$ cat src/rtl/seq_rca_pkg.sv
// rtl/seq_rca_pkg.sv - shared types and default constants for the sequential ripple-carry adder
//
// Purpose : FSM state enumeration and default geometry for seq_rca.
// Contents: state_e (ST_IDLE / ST_RUN / ST_DONE), DEF_WIDTH, DEF_CHUNK,
//           and a helper that sizes the chunk index counter.
package seq_rca_pkg;

  typedef enum logic [1:0] {
    ST_IDLE = 2'd0,
    ST_RUN  = 2'd1,
    ST_DONE = 2'd2
  } state_e;

  localparam int DEF_WIDTH = 16;
  localparam int DEF_CHUNK = 4;

  // Width of a counter able to hold 0 .. n-1; never narrower than one bit.
  function automatic int idx_width(input int n);
    return (n > 1) ? $clog2(n) : 1;
  endfunction

endpackage

$ cat src/rtl/rca_slice.sv
// rtl/rca_slice.sv - combinational CHUNK-bit ripple-carry adder built from full-adder cells
//
// Purpose : one chunk of the sequential adder's datapath.
// Modules : full_adder - single-bit full-adder cell
//           rca_slice  - W cells chained LSB to MSB
// Ports (rca_slice):
//   a, b   in  [W-1:0]  chunk operands
//   cin    in  1        carry into bit 0
//   sum    out [W-1:0]  chunk sum
//   cout   out 1        carry out of bit W-1
//   c_msb  out 1        carry into bit W-1 (with cout gives signed overflow)

module full_adder (
  input  logic a,
  input  logic b,
  input  logic ci,
  output logic s,
  output logic co
);

  assign s  = a ^ b ^ ci;
  assign co = (a & b) | (ci & (a ^ b));

endmodule

module rca_slice #(
  parameter int W = 4
) (
  input  logic [W-1:0] a,
  input  logic [W-1:0] b,
  input  logic         cin,
  output logic [W-1:0] sum,
  output logic         cout,
  output logic         c_msb
);

  // c[i] is the carry into bit i; c[W] is the carry out of the slice.
  logic [W:0] c;

  assign c[0] = cin;

  for (genvar i = 0; i < W; i++) begin : g_cell
    full_adder u_fa (
      .a  (a[i]),
      .b  (b[i]),
      .ci (c[i]),
      .s  (sum[i]),
      .co (c[i+1])
    );
  end

  assign cout  = c[W];
  assign c_msb = c[W-1];

endmodule

$ cat src/rtl/seq_rca.sv
// rtl/seq_rca.sv - sequential ripple-carry adder/subtractor, CHUNK bits per cycle
//
// Purpose : adds (or subtracts) two WIDTH-bit operands over N = WIDTH/CHUNK
//           cycles using a single reused rca_slice. WIDTH must be a multiple
//           of CHUNK.
// Optional: define SEQ_RCA_ACCUM_EN to add the acc input; acc=1 at the
//           handshake substitutes the last completed sum for operand A.
// Ports:
//   clk        in   1      clock, rising edge
//   rst        in   1      synchronous active-high reset
//   in_valid   in   1      operands presented
//   in_ready   out  1      accepting operands (IDLE only)
//   a, b       in   WIDTH  operands
//   cin        in   1      carry-in for addition
//   sub        in   1      1 = A - B
//   acc        in   1      (SEQ_RCA_ACCUM_EN only) use last sum as A
//   out_valid  out  1      result available (DONE only)
//   out_ready  in   1      consumer takes result
//   sum        out  WIDTH  result
//   cout       out  1      carry out of MSB (sub: 1 = no borrow)
//   ovf        out  1      two's-complement overflow

module seq_rca
  import seq_rca_pkg::*;
#(
  parameter int WIDTH = DEF_WIDTH,
  parameter int CHUNK = DEF_CHUNK
) (
  input  logic             clk,
  input  logic             rst,
  input  logic             in_valid,
  output logic             in_ready,
  input  logic [WIDTH-1:0] a,
  input  logic [WIDTH-1:0] b,
  input  logic             cin,
  input  logic             sub,
`ifdef SEQ_RCA_ACCUM_EN
  input  logic             acc,
`endif
  output logic             out_valid,
  input  logic             out_ready,
  output logic [WIDTH-1:0] sum,
  output logic             cout,
  output logic             ovf
);

  localparam int N  = WIDTH / CHUNK;
  localparam int IW = idx_width(N);

  localparam logic [1:0]    IDLE     = ST_IDLE;
  localparam logic [1:0]    RUN      = ST_RUN;
  localparam logic [1:0]    DONE     = ST_DONE;
  localparam logic [IW-1:0] LAST_IDX = IW'(N - 1);

  logic [1:0]       state;
  logic [IW-1:0]    idx;
  logic             carry;
  logic             sub_q;
  logic [WIDTH-1:0] a_q;
  logic [WIDTH-1:0] b_q;
  logic [WIDTH-1:0] sum_q;
  logic             cout_q;
  logic             ovf_q;

  logic             accept;
  logic [WIDTH-1:0] a_sel;
  int unsigned      base;

  logic [CHUNK-1:0] sl_a;
  logic [CHUNK-1:0] sl_b;
  logic [CHUNK-1:0] sl_sum;
  logic             sl_cout;
  logic             sl_cmsb;

  assign in_ready  = (state == IDLE);
  assign out_valid = (state == DONE);
  assign accept    = in_ready & in_valid;

`ifdef SEQ_RCA_ACCUM_EN
  // sum_q still holds the last completed result while IDLE (0 after reset),
  // so it doubles as the accumulator register.
  assign a_sel = acc ? sum_q : a;
`else
  assign a_sel = a;
`endif

  // Bit offset of the chunk being worked on this cycle.
  assign base = 32'(idx) * 32'(CHUNK);

  assign sl_a = a_q[base +: CHUNK];
  assign sl_b = b_q[base +: CHUNK];

  rca_slice #(
    .W (CHUNK)
  ) u_slice (
    .a     (sl_a),
    .b     (sl_b),
    .cin   (carry),
    .sum   (sl_sum),
    .cout  (sl_cout),
    .c_msb (sl_cmsb)
  );

  always_ff @(posedge clk) begin
    if (rst) begin
      state  <= IDLE;
      idx    <= '0;
      carry  <= 1'b0;
      sub_q  <= 1'b0;
      a_q    <= '0;
      b_q    <= '0;
      sum_q  <= '0;
      cout_q <= 1'b0;
      ovf_q  <= 1'b0;
    end else begin
      case (state)
        IDLE: begin
          if (accept) begin
            // Subtraction is A + ~B + 1: invert B now, force carry-in to 1.
            a_q   <= a_sel;
            b_q   <= sub ? ~b : b;
            sub_q <= sub;
            carry <= sub ? 1'b1 : cin;
            idx   <= '0;
            state <= RUN;
          end
        end

        RUN: begin
          sum_q[base +: CHUNK] <= sl_sum;
          carry                <= sl_cout;
          if (idx == LAST_IDX) begin
            // The final chunk holds the MSB: its carries give cout and ovf.
            cout_q <= sl_cout;
            ovf_q  <= sl_cmsb ^ sl_cout;
            state  <= DONE;
          end else begin
            idx <= idx + 1'b1;
          end
        end

        DONE: begin
          if (out_ready) begin
            state <= IDLE;
          end
        end

        default: begin
          state <= IDLE;
        end
      endcase
    end
  end

  assign sum  = sum_q;
  assign cout = cout_q;
  assign ovf  = ovf_q;

endmodule

$ cat config.mk
export PLATFORM = sky130hd
export DESIGN_NAME = seq_rca
export DESIGN_NICKNAME = d
export VERILOG_FILES = /design/src/rtl/seq_rca_pkg.sv /design/src/rtl/rca_slice.sv /design/src/rtl/seq_rca.sv
export SDC_FILE = /design/constraint.sdc
export NUM_CORES = 1
export LEC_CHECK = 0
export BUFFER_PORTS_ARGS = -buffer_cell sky130_fd_sc_hd__buf_2
export CAP_MARGIN = 20
export CORE_MARGIN = 2
export CORE_UTILIZATION = 52
export CTS_BUF_LIST = sky130_fd_sc_hd__clkbuf_16
export CTS_CLUSTER_SIZE = 14
export DETAILED_ROUTE_END_ITERATION = 10
export PLACE_DENSITY = 0.78
export SLEW_MARGIN = 10
export SYNTH_ARGS = -nofsm -noshare
export SYNTH_HDL_FRONTEND = slang
export SYNTH_HIERARCHICAL = 1
export SYNTH_SLANG_ARGS = --single-unit
$ cat constraint.sdc
create_clock -name clk -period 4.3 [get_ports clk]
set_clock_uncertainty 0.2 [all_clocks]
set_input_delay 0.215 -clock clk [delete_from_list [all_inputs] [get_ports clk]]
set_output_delay 0.215 -clock clk [all_outputs]
set_load 0.05 [all_outputs]
Word-level counts from Yosys, hierarchy flattened
Cells that the tools add are included.

storage, ports and cells
  word-level logic and storage cells = 63
  flip-flop bits (word level) = 55
  input bits = 38
  output and inout bits = 20

operators by class
  add/subtract/negate cells = 2
  mux-type cells = 12
  equal/unequal tests = 7
  bitwise logic cells = 23
  shift-type cells = 4
  reductions and logical operators = 7

operator list
  kind                       number
  $neg A4 Y34                1
  $shift A4 B34 Y16 const A  1
  $shiftx A4 B34 Y16         1
  $shiftx A16 B5 Y4          2
  $bwmux W16                 1
  $mux W16                   1
  $not A16 Y16               1
  $mux W2                    5
  $and A1 B1 Y1              9
  $xor A1 B1 Y1              9
  $pmux W2 S3                1
  $reduce_and A2 Y1          3
  $reduce_and A3 Y1          2
  $eq A2 B2 Y1 const B       2
  $ne A2 B1 Y1 const B       2
  $ne A2 B2 Y1 const B       2
  $or A1 B1 Y1               4
  $pmux W2 S2                1
  $add A2 B1 Y2 const B      1
  $eq A2 B1 Y1 const B       1
  $logic_not A2 Y1           1
  $mux W1                    2
  $pmux W1 S2                1
  $reduce_bool A2 Y1         1

Longest topological paths before layout
Gate-level depths: netlist (run 1).

  depth after elaboration = 11
  gate-level depth with buffers = 9
  depth with buffers taken out = 8

By module
Netlist (run 1), hierarchy kept.

modules (own cells, without submodules)
  module      area each (um^2)  sequential area each (um^2)  times used  cells each
  seq_rca     2,481.1           1,101.1                      1           265
  full_adder  20.0              0.0                          4           1

Worst setup path before layout (run 1)
OpenSTA, ideal clock, no wires.

  path kind = register to register
  start = register idx[0]
  end = register carry
  path buffers = 1
  data required time = 3.978 ns
  path slack = 0.734 ns
  data arrival time = 3.244 ns
  stages on the path, launching flop included = 10
  clock period less this slack = 3.566 ns
  library setup time = 0.122 ns
  cell sequence = dfxtp_1 buf_2 mux4_2 fa_1 fa_1 fa_1 fa_1 nor3b_1 nor2_1 o311a_1

on the way
  word-level cells in the longest chain between the ends = 11

RTL lines
  element                 line             text
  start, declared         seq_rca.sv:56    logic [IW-1:0] idx;
  start signal, assigned  seq_rca.sv:138   idx <= idx + 1'b1;
  $shiftx A16 B5 Y4 (*)   seq_rca.sv:90    assign sl_a = a_q[base +: CHUNK];
  named net sl_a[0]       seq_rca.sv:69    logic [CHUNK-1:0] sl_a;
  $xor A1 B1 Y1           rca_slice.sv:22  assign co = (a & b) | (ci & (a ^ b));
  $and A1 B1 Y1           rca_slice.sv:22
  $or A1 B1 Y1 (*)        rca_slice.sv:22
  named net u_slice.c[1]  rca_slice.sv:38  logic [W:0] c;
  $and A1 B1 Y1 (*)       rca_slice.sv:22
  $or A1 B1 Y1 (*)        rca_slice.sv:22
  named net u_slice.c[2]  rca_slice.sv:38
  $and A1 B1 Y1 (*)       rca_slice.sv:22
  $or A1 B1 Y1 (*)        rca_slice.sv:22
  named net sl_cmsb       seq_rca.sv:73    logic sl_cmsb;
  $and A1 B1 Y1 (*)       rca_slice.sv:22
  $or A1 B1 Y1 (*)        rca_slice.sv:22
  named net sl_cout       seq_rca.sv:72    logic sl_cout;
  $pmux W1 S2 (*)         seq_rca.sv:116   case (state)
  end signal, assigned    seq_rca.sv:123   carry <= sub ? 1'b1 : cin;
  end signal, assigned    seq_rca.sv:131   carry <= sl_cout;
  end, declared           seq_rca.sv:57    logic carry;

Mark *: on every way through the listed nets, which the timed path passes. The rest lies on a longest branch.
A chain may end at the register's enable or synchronous reset.

Final worst setup path (run 1)
Same ends and word-level chain as after synthesis.

==> metrics.cfg, run 1 <==
[run_status]
status=completed

[setup_path]
path_max_fanout=6
crit_type=reg2reg
critPathBufInv=0
critPathTopFamily=adder cells
cpPeakStageDelay_ns=0.57
cpMostUsedCell=fa_1
endpoint_kind=register
critical_path.cell_chain=mux4_2 -> fa_1 -> fa_1 -> fa_1 -> fa_1 -> nor3b_1 -> nor2_1 -> o311a_1
worstPathRequired_ns=4.27
critPathLaunch=idx[0]
r2r-start=idx[0]
cp.arrival_ns=3.56
start_kind=register
worst_path_max_delay_cell=mux4_2

[timing]
slew_headroom=0.3078
hold_ws_ns=0.008061
rsz0062_at_grt=false
worst_slew_pin_slew_ns=1.038
finalHoldViolations=0
fin_crit_sh=0.8349
max_freq_mhz=278.5
fin_ws_ns=0.7098
finalCriticalPeriod_ns=3.590
setup_viol=0
setup-tns-final_ns=0
drv_slew=0

[routing]
drc=0
drtAntennaViolNets=0
wl_per_cell_um=13.77
first_iter_violations=167
drt_wl_total_um=5453
drtPass1Iterations=4
vias=2106
vias_per_cell=5.318

[placement]
pre_cts_ws_ns=0.7166
io_buffers=57
dp_hpwl_um=3575
place_area_um2=2838
place.gp.congestion=0.7670

[global_route]
grt_pass1_wl_um=8914
overflow=0
gr-usage-met2=0.3462
grt_util_all_layers=0.2114
grt_antenna_before_repair=0
grt_pass1_vias=1946
grt_max_degree=59
met1_usage=0.2710
top_usage_layer=met2
met3_usage=0.05014

[power]
clockPowerShare=0.336
combPwrFrac=0.168
intPower_uw=833.2
p_sw_frac=0.2580
power.switching_uw=289.7
power_frac_seq=0.496
vdd_drop_max_uv=210.6
pwr_density_cell_nw_per_um2=357.4
p_leak_uw=0.001259
total_power_uw=1123

[clocking]
cts_made_buffers=5
cts_root_buf=clkbuf_16
clk_pin_slew_ns=0.06
cts_tree=yes
worstSkewPairLatency_ns=0.29
cts_max_path_buffers=2
cts_sinks=55
cts.repair.resized=0
htreeDepth=2

[floorplan]
core_um2=4723
die-area_um2=5503
die_h_um=74.18
rows=25
pin_count=58
start_util=0.5423
die_w_um=74.18

[synth]
synth_compound_area_frac=0.1412
synthMuxAreaShare=0.07426
synth.largest_area_cell=dfxtp_1
synthesis.nets=316
synth_adder_area_share=0.05569
synth.top_cell.area_share=0.4299
syn_inst=269
syn_avg_cell_area_um2=9.521
synth_area_um2=2561
yosysWarningCount=6
ys_ff_latch=55
synth-simple-area-share=0.1920
yosysSeqAreaShare=0.4299
ys_types=32
synthTopCellsByArea=dfxtp_1, mux4_2, xnor2_1
synth_top_family_by_area=simple AND/OR/NAND/NOR gates
synthXorXnorAreaFrac=0.05813

[final_layout]
areaGrowthSynthToFinish_pct=22.67
fin_area_um2=3142
nNetsFinal=376
layout-drive-gt1-share=0.2492
final.fill_count=357
n_antenna_cell=0

[min_path]
hold_class=in2reg
worstHoldStart=out_ready

[flow_run]
cap_violations=0

[cells in the mapped netlist]
cell / instances
a211oi_1: 17
a21oi_1: 26
a31o_2: 8
and3b_1: 4
buf_1: 2
buf_2: 7
buf_4: 3
buf_6: 1
clkbuf_1: 10
dfxtp_1: 55
fa_1: 4
ha_1: 5
inv_1: 3
mux2i_1: 1
mux4_2: 8
nand2_1: 39
nand2b_1: 6
nand3_1: 8
nand3b_1: 1
nor2_1: 20
nor2b_1: 1
nor3_1: 3
nor3b_1: 10
nor3b_2: 1
nor4b_1: 1
o21bai_1: 1
o311a_1: 1
o31ai_1: 1
o32ai_1: 1
or3_1: 1
or3b_1: 3
xnor2_1: 17
[cell type report]
cell class / count / area, um^2 / share of cell area
Multi-Input combinational cell: 188 / 1341 / 0.4269
Sequential cell: 55 / 1101 / 0.3505
Timing Repair Buffer: 76 / 470.5 / 0.1497
Clock buffer: 5 / 125.1 / 0.03982
Tap cell: 67 / 83.83 / 0.02668
Inverter: 3 / 11.26 / 0.003584
Clock inverter: 2 / 8.758 / 0.002788
[cell families (layout without fill, tap and decap cells)]
| group | count (synthesis) | count (layout) |
|---|---|---|
| XOR/XNOR | 17 | 17 |
| multiplexers | 9 | 9 |
| adder cells (fa/ha/maj) | 9 | 9 |
| buffers and inverters | 26 | 86 |
| AND/OR/NAND/NOR | 98 | 98 |
| AO/OA/AOI/OAI | 55 | 55 |
| flip-flops | 55 | 55 |
[worst reg2reg max path, delay by kind of cell, from the launching register on]
family / cells / cell delay, ns
multiplexers: 1 / 0.57
adder cells (fa/ha/maj): 4 / 1.73
flip-flops: 1 / 0.54
AO/OA/AOI/OAI: 1 / 0.16
AND/OR/NAND/NOR: 2 / 0.27
[state kept, by name, indices dropped and copies added (netlist names)]
| signal | count |
|---|---|
| sum | 16 |
| carry | 1 |
| ovf | 1 |
| state | 2 |
| idx | 2 |
| cout | 1 |
| a_q | 16 |
| b_q | 16 |
[final timing paths]
kind	to	slack (ns)	depth (start not counted)
worst max-delay path	carry	0.71	8
worst min-delay path	state[1]	0.008	3
worst max register to register	carry	0.71	8
worst min register to register	sum[13]	0.25	2
[power by group through the flow]
stage	sequential, uW	combinational [uW]	clock (uW)
4_1_cts	557	187	384
3_5_place_dp	568	175	0
6_report	557	189	377
2_1_floorplan	567	127	0
5_1_grt	560	207	408
3_3_place_gp	568	171	0
[routing by layer]
metal / share of wire / up-vias / wire length [um]
met4: 0.028 / 0 / 151
met2: 0.48 / 68 / 2611
li1: - / 1052 / -
met3: 0.046 / 16 / 253
met1: 0.45 / 970 / 2437
met5: 0 / - / 0
[cells in the final DEF (no fill, tap or decap), types with 3 or more instances in the layout]
master,n
buf_2,57
dfxtp_1,55
nand2_1,39
a21oi_1,26
nor2_1,20
xnor2_1,17
a211oi_1,17
dlygate4sd3_1,17
nor3b_1,10
mux4_2,8
a31o_2,8
nand3_1,8
nand2b_1,6
ha_1,5
clkbuf_16,5
and3b_1,4
fa_1,4
inv_1,3
or3b_1,3
nor3_1,3
[metrics by stage]
step	util	cells
6_report	0.6652	396
3_5_place_dp	0.6008	372
2_1_floorplan	-	269
3_3_place_gp	0.6008	372
4_1_cts	0.6652	396
5_1_grt	0.6652	396
[what timing repair did]
item / 4_1_cts / 5_1_grt
setup endpoints to repair: 0 / 0
buffers inserted: 0 / 0
hold buffers: 17 / 0
endpoints found under the hold margin: 17 / 0
Power figures use the tool's default switching activity.
==> inputs of run 2 (changes only) <==
--- a/config.mk
+++ b/config.mk
@@ -8,11 +8,11 @@
 export BUFFER_PORTS_ARGS = -buffer_cell sky130_fd_sc_hd__buf_2
 export CAP_MARGIN = 20
 export CORE_MARGIN = 2
-export CORE_UTILIZATION = 52
+export CORE_UTILIZATION = 48
 export CTS_BUF_LIST = sky130_fd_sc_hd__clkbuf_16
 export CTS_CLUSTER_SIZE = 14
 export DETAILED_ROUTE_END_ITERATION = 10
-export PLACE_DENSITY = 0.78
+export PLACE_DENSITY = 0.76
 export SLEW_MARGIN = 10
 export SYNTH_ARGS = -nofsm -noshare
 export SYNTH_HDL_FRONTEND = slang
==> constraint.sdc (replaced) <==
create_clock -name clk -period 3.1 [get_ports clk]
set_clock_uncertainty 0.2 [all_clocks]
set_input_delay 0.155 -clock clk [delete_from_list [all_inputs] [get_ports clk]]
set_output_delay 0.155 -clock clk [all_outputs]
set_load 0.05 [all_outputs]
==> metrics.cfg, run 2 (same netlist as run 1, synthesis figures left out) <==
[floorplan]
die_w_um=77.05  ; +3.9%
die-area_um2=5936  ; +7.9%
pin_count=58  ; unchanged
core_um2=5140  ; +8.8%
start_util=0.4983  ; -0.04396
rows=26  ; +4.0%
die_h_um=77.05  ; +3.9%

[timing]
max_freq_mhz=320.4  ; +15%
fin_crit_sh=1.007  ; +0.1718
finalCriticalPeriod_ns=3.121  ; -0.4694 ns
setup_viol=3  ; +3
rsz0062_at_grt=true
finalHoldViolations=0  ; unchanged
drv_slew=0  ; unchanged
fin_ws_ns=-0.02078  ; -0.7306 ns
worst_slew_pin_slew_ns=1.065  ; +0.02640 ns
slew_headroom=0.2902  ; -0.01760

[run_status]
violations=setup timing
status=complete, but fails checks

[global_route]
grt_antenna_before_repair=0  ; unchanged
grt_pass1_wl_um=10070  ; +13%
grt_util_all_layers=0.2138  ; +0.002370
overflow=0  ; unchanged
grt_max_degree=59  ; unchanged
grt_pass1_vias=2157  ; +11%

[placement]
dp_hpwl_um=3715  ; +3.9%
place.gp.congestion=0.7897  ; +3.0%
io_buffers=57  ; unchanged
place_area_um2=2900  ; +2.2%

[final_layout]
final_common_cell=buf_2
regArea_um2=1105  ; +0.34%
fin_area_um2=3443  ; +9.6%
final_cell_mix=buf_2, dfxtp_1, nand2_1
areaGrowthSynthToFinish_pct=34.44
final_util=0.6699  ; +0.004746
n_antenna_cell=0  ; unchanged
layout-drive-gt1-share=0.2813  ; +0.03201
nNetsFinal=398  ; +5.9%
final.fill_count=419  ; +17%
multi_input_area_um2=1374  ; +2.4%

[setup_path]
cpMostUsedCell=fa_2
worst_path_max_delay_cell=mux4_2
crit_type=reg2reg
critPathBufInv=1  ; +1
endpoint_kind=register
critPathTopFamily=adder cells
start_kind=register
reg2reg_slack_ns=-0.02  ; -0.73 ns
path_max_fanout=4  ; -2
cp.arrival_ns=3.11  ; -0.45 ns
critical_path.cell_chain=mux4_2 -> fa_2 -> fa_2 -> fa_2 -> fa_2 -> buf_4 -> a31o_2
worstPathRequired_ns=3.09  ; -1.18 ns
cpPeakStageDelay_ns=0.54  ; -0.03 ns

[clocking]
cts_max_path_buffers=2  ; unchanged
htreeDepth=2  ; unchanged
cts_tree=yes
clk_pin_slew_ns=0.07  ; about the same
worstSkewPairLatency_ns=0.29  ; about the same
cts_made_buffers=5  ; unchanged
cts_root_buf=clkbuf_16
cts_sinks=55  ; unchanged

[power]
clockPowerShare=0.389  ; +0.053
combPwrFrac=0.173  ; +0.005
total_power_uw=1753  ; +56%
power_frac_seq=0.438  ; -0.058
pwr_density_cell_nw_per_um2=509.2  ; +42%
vdd_drop_max_uv=249.1  ; +18%
p_sw_frac=0.2467  ; -0.01135
p_leak_uw=0.001375  ; +9.2%
power.switching_uw=432.5  ; +49%
intPower_uw=1321  ; +59%

[routing]
first_iter_violations=156  ; -6.6%
wl_met3_um=269  ; +6.3%
met1Wirelength_um=2626  ; +7.8%
drtPass1Iterations=5  ; +1
vias=2208  ; +4.8%
drtAntennaViolNets=0  ; unchanged
drc=0  ; unchanged
wl_per_cell_um=14.45  ; +5.0%
top_layer=met4
drt_wl_total_um=6100  ; +12%
met2WireLength_um=3121  ; +20%
vias_per_cell=5.232  ; -1.6%

[min_path]
hold_class=in2reg

[flow_run]
cap_violations=0  ; unchanged

run 2: cell types whose count changed in the layout (fill, tap and decap cells not counted), sizes merged:
cell | before | now
clkinv | 2 | 0
clkinvlp | 0 | 1
bufinv | 0 | 1
buf | 59 | 64
clkbuf | 5 | 6
dlygate4sd3 | 17 | 34
run 2: worst paths after layout:
path / startpoint / to / depth (start not counted)
setup / recovery: idx[0] / sum[7] / 7
hold / removal: in_valid / state[0] / 3
setup reg to reg: idx[0] / sum[7] / 7
hold reg to reg: a_q[10] / a_q[10] / 2
run 2: through the flow:
step | setup TNS, ns | setup slack, ns | hold slack [ns] | instances
floorplan | -0.3422 | -0.07772 | 0.09096 | 269
global placement | 0 | 0.004819 | 0.2025 | 379
detailed placement | -0.08365 | -0.05546 | 0.2032 | 379
CTS | -0.03651 | -0.01962 | 0.01746 | 422
global route | -0.3146 | -0.09467 | 0.06005 | 422
finish | -0.03675 | -0.02078 | 0.01477 | 422
run 2: worst register-to-register path, stage by stage (launching register included):
cell	delay, ns
dfxtp_4	0.38
mux4_2	0.54
fa_2	0.36
fa_2	0.35
fa_2	0.37
fa_2	0.48
buf_4	0.16
a31o_2	0.18
run 2: timing repair:
action | 4_1_cts | 5_1_grt
buffers inserted | 1 | 0
pin swaps | 2 | 1
endpoints found under the hold margin | 34 | 0
setup endpoints to repair | 3 | 4
gates resized for setup | 2 | 0
hold buffers | 34 | 0
run 2: layer usage:
layer	vias up	global-route usage
li1	1101	-
met1	1037	0.2537
met2	63	0.3842
met3	7	0.04706
met4	0	0.06607
met5	-	0
run 2: final cells by class:
class	instances	area share
clock buffer	6	0.04360
tap	70	0.02544
multi-input combinational	188	0.3990
clock inverter	2	0.01090
timing repair buffer	98	0.1969
inverter	3	0.003270
sequential	55	0.3209
run 2: power by group through the flow:
stage | clock (uW) | combinational [uW] | sequential (uW)
finish | 681 | 304 | 768
global route | 715 | 332 | 773
CTS | 693 | 300 | 768
detailed placement | 0 | 261 | 784
global placement | 0 | 258 | 783
floorplan | 0 | 185 | 787
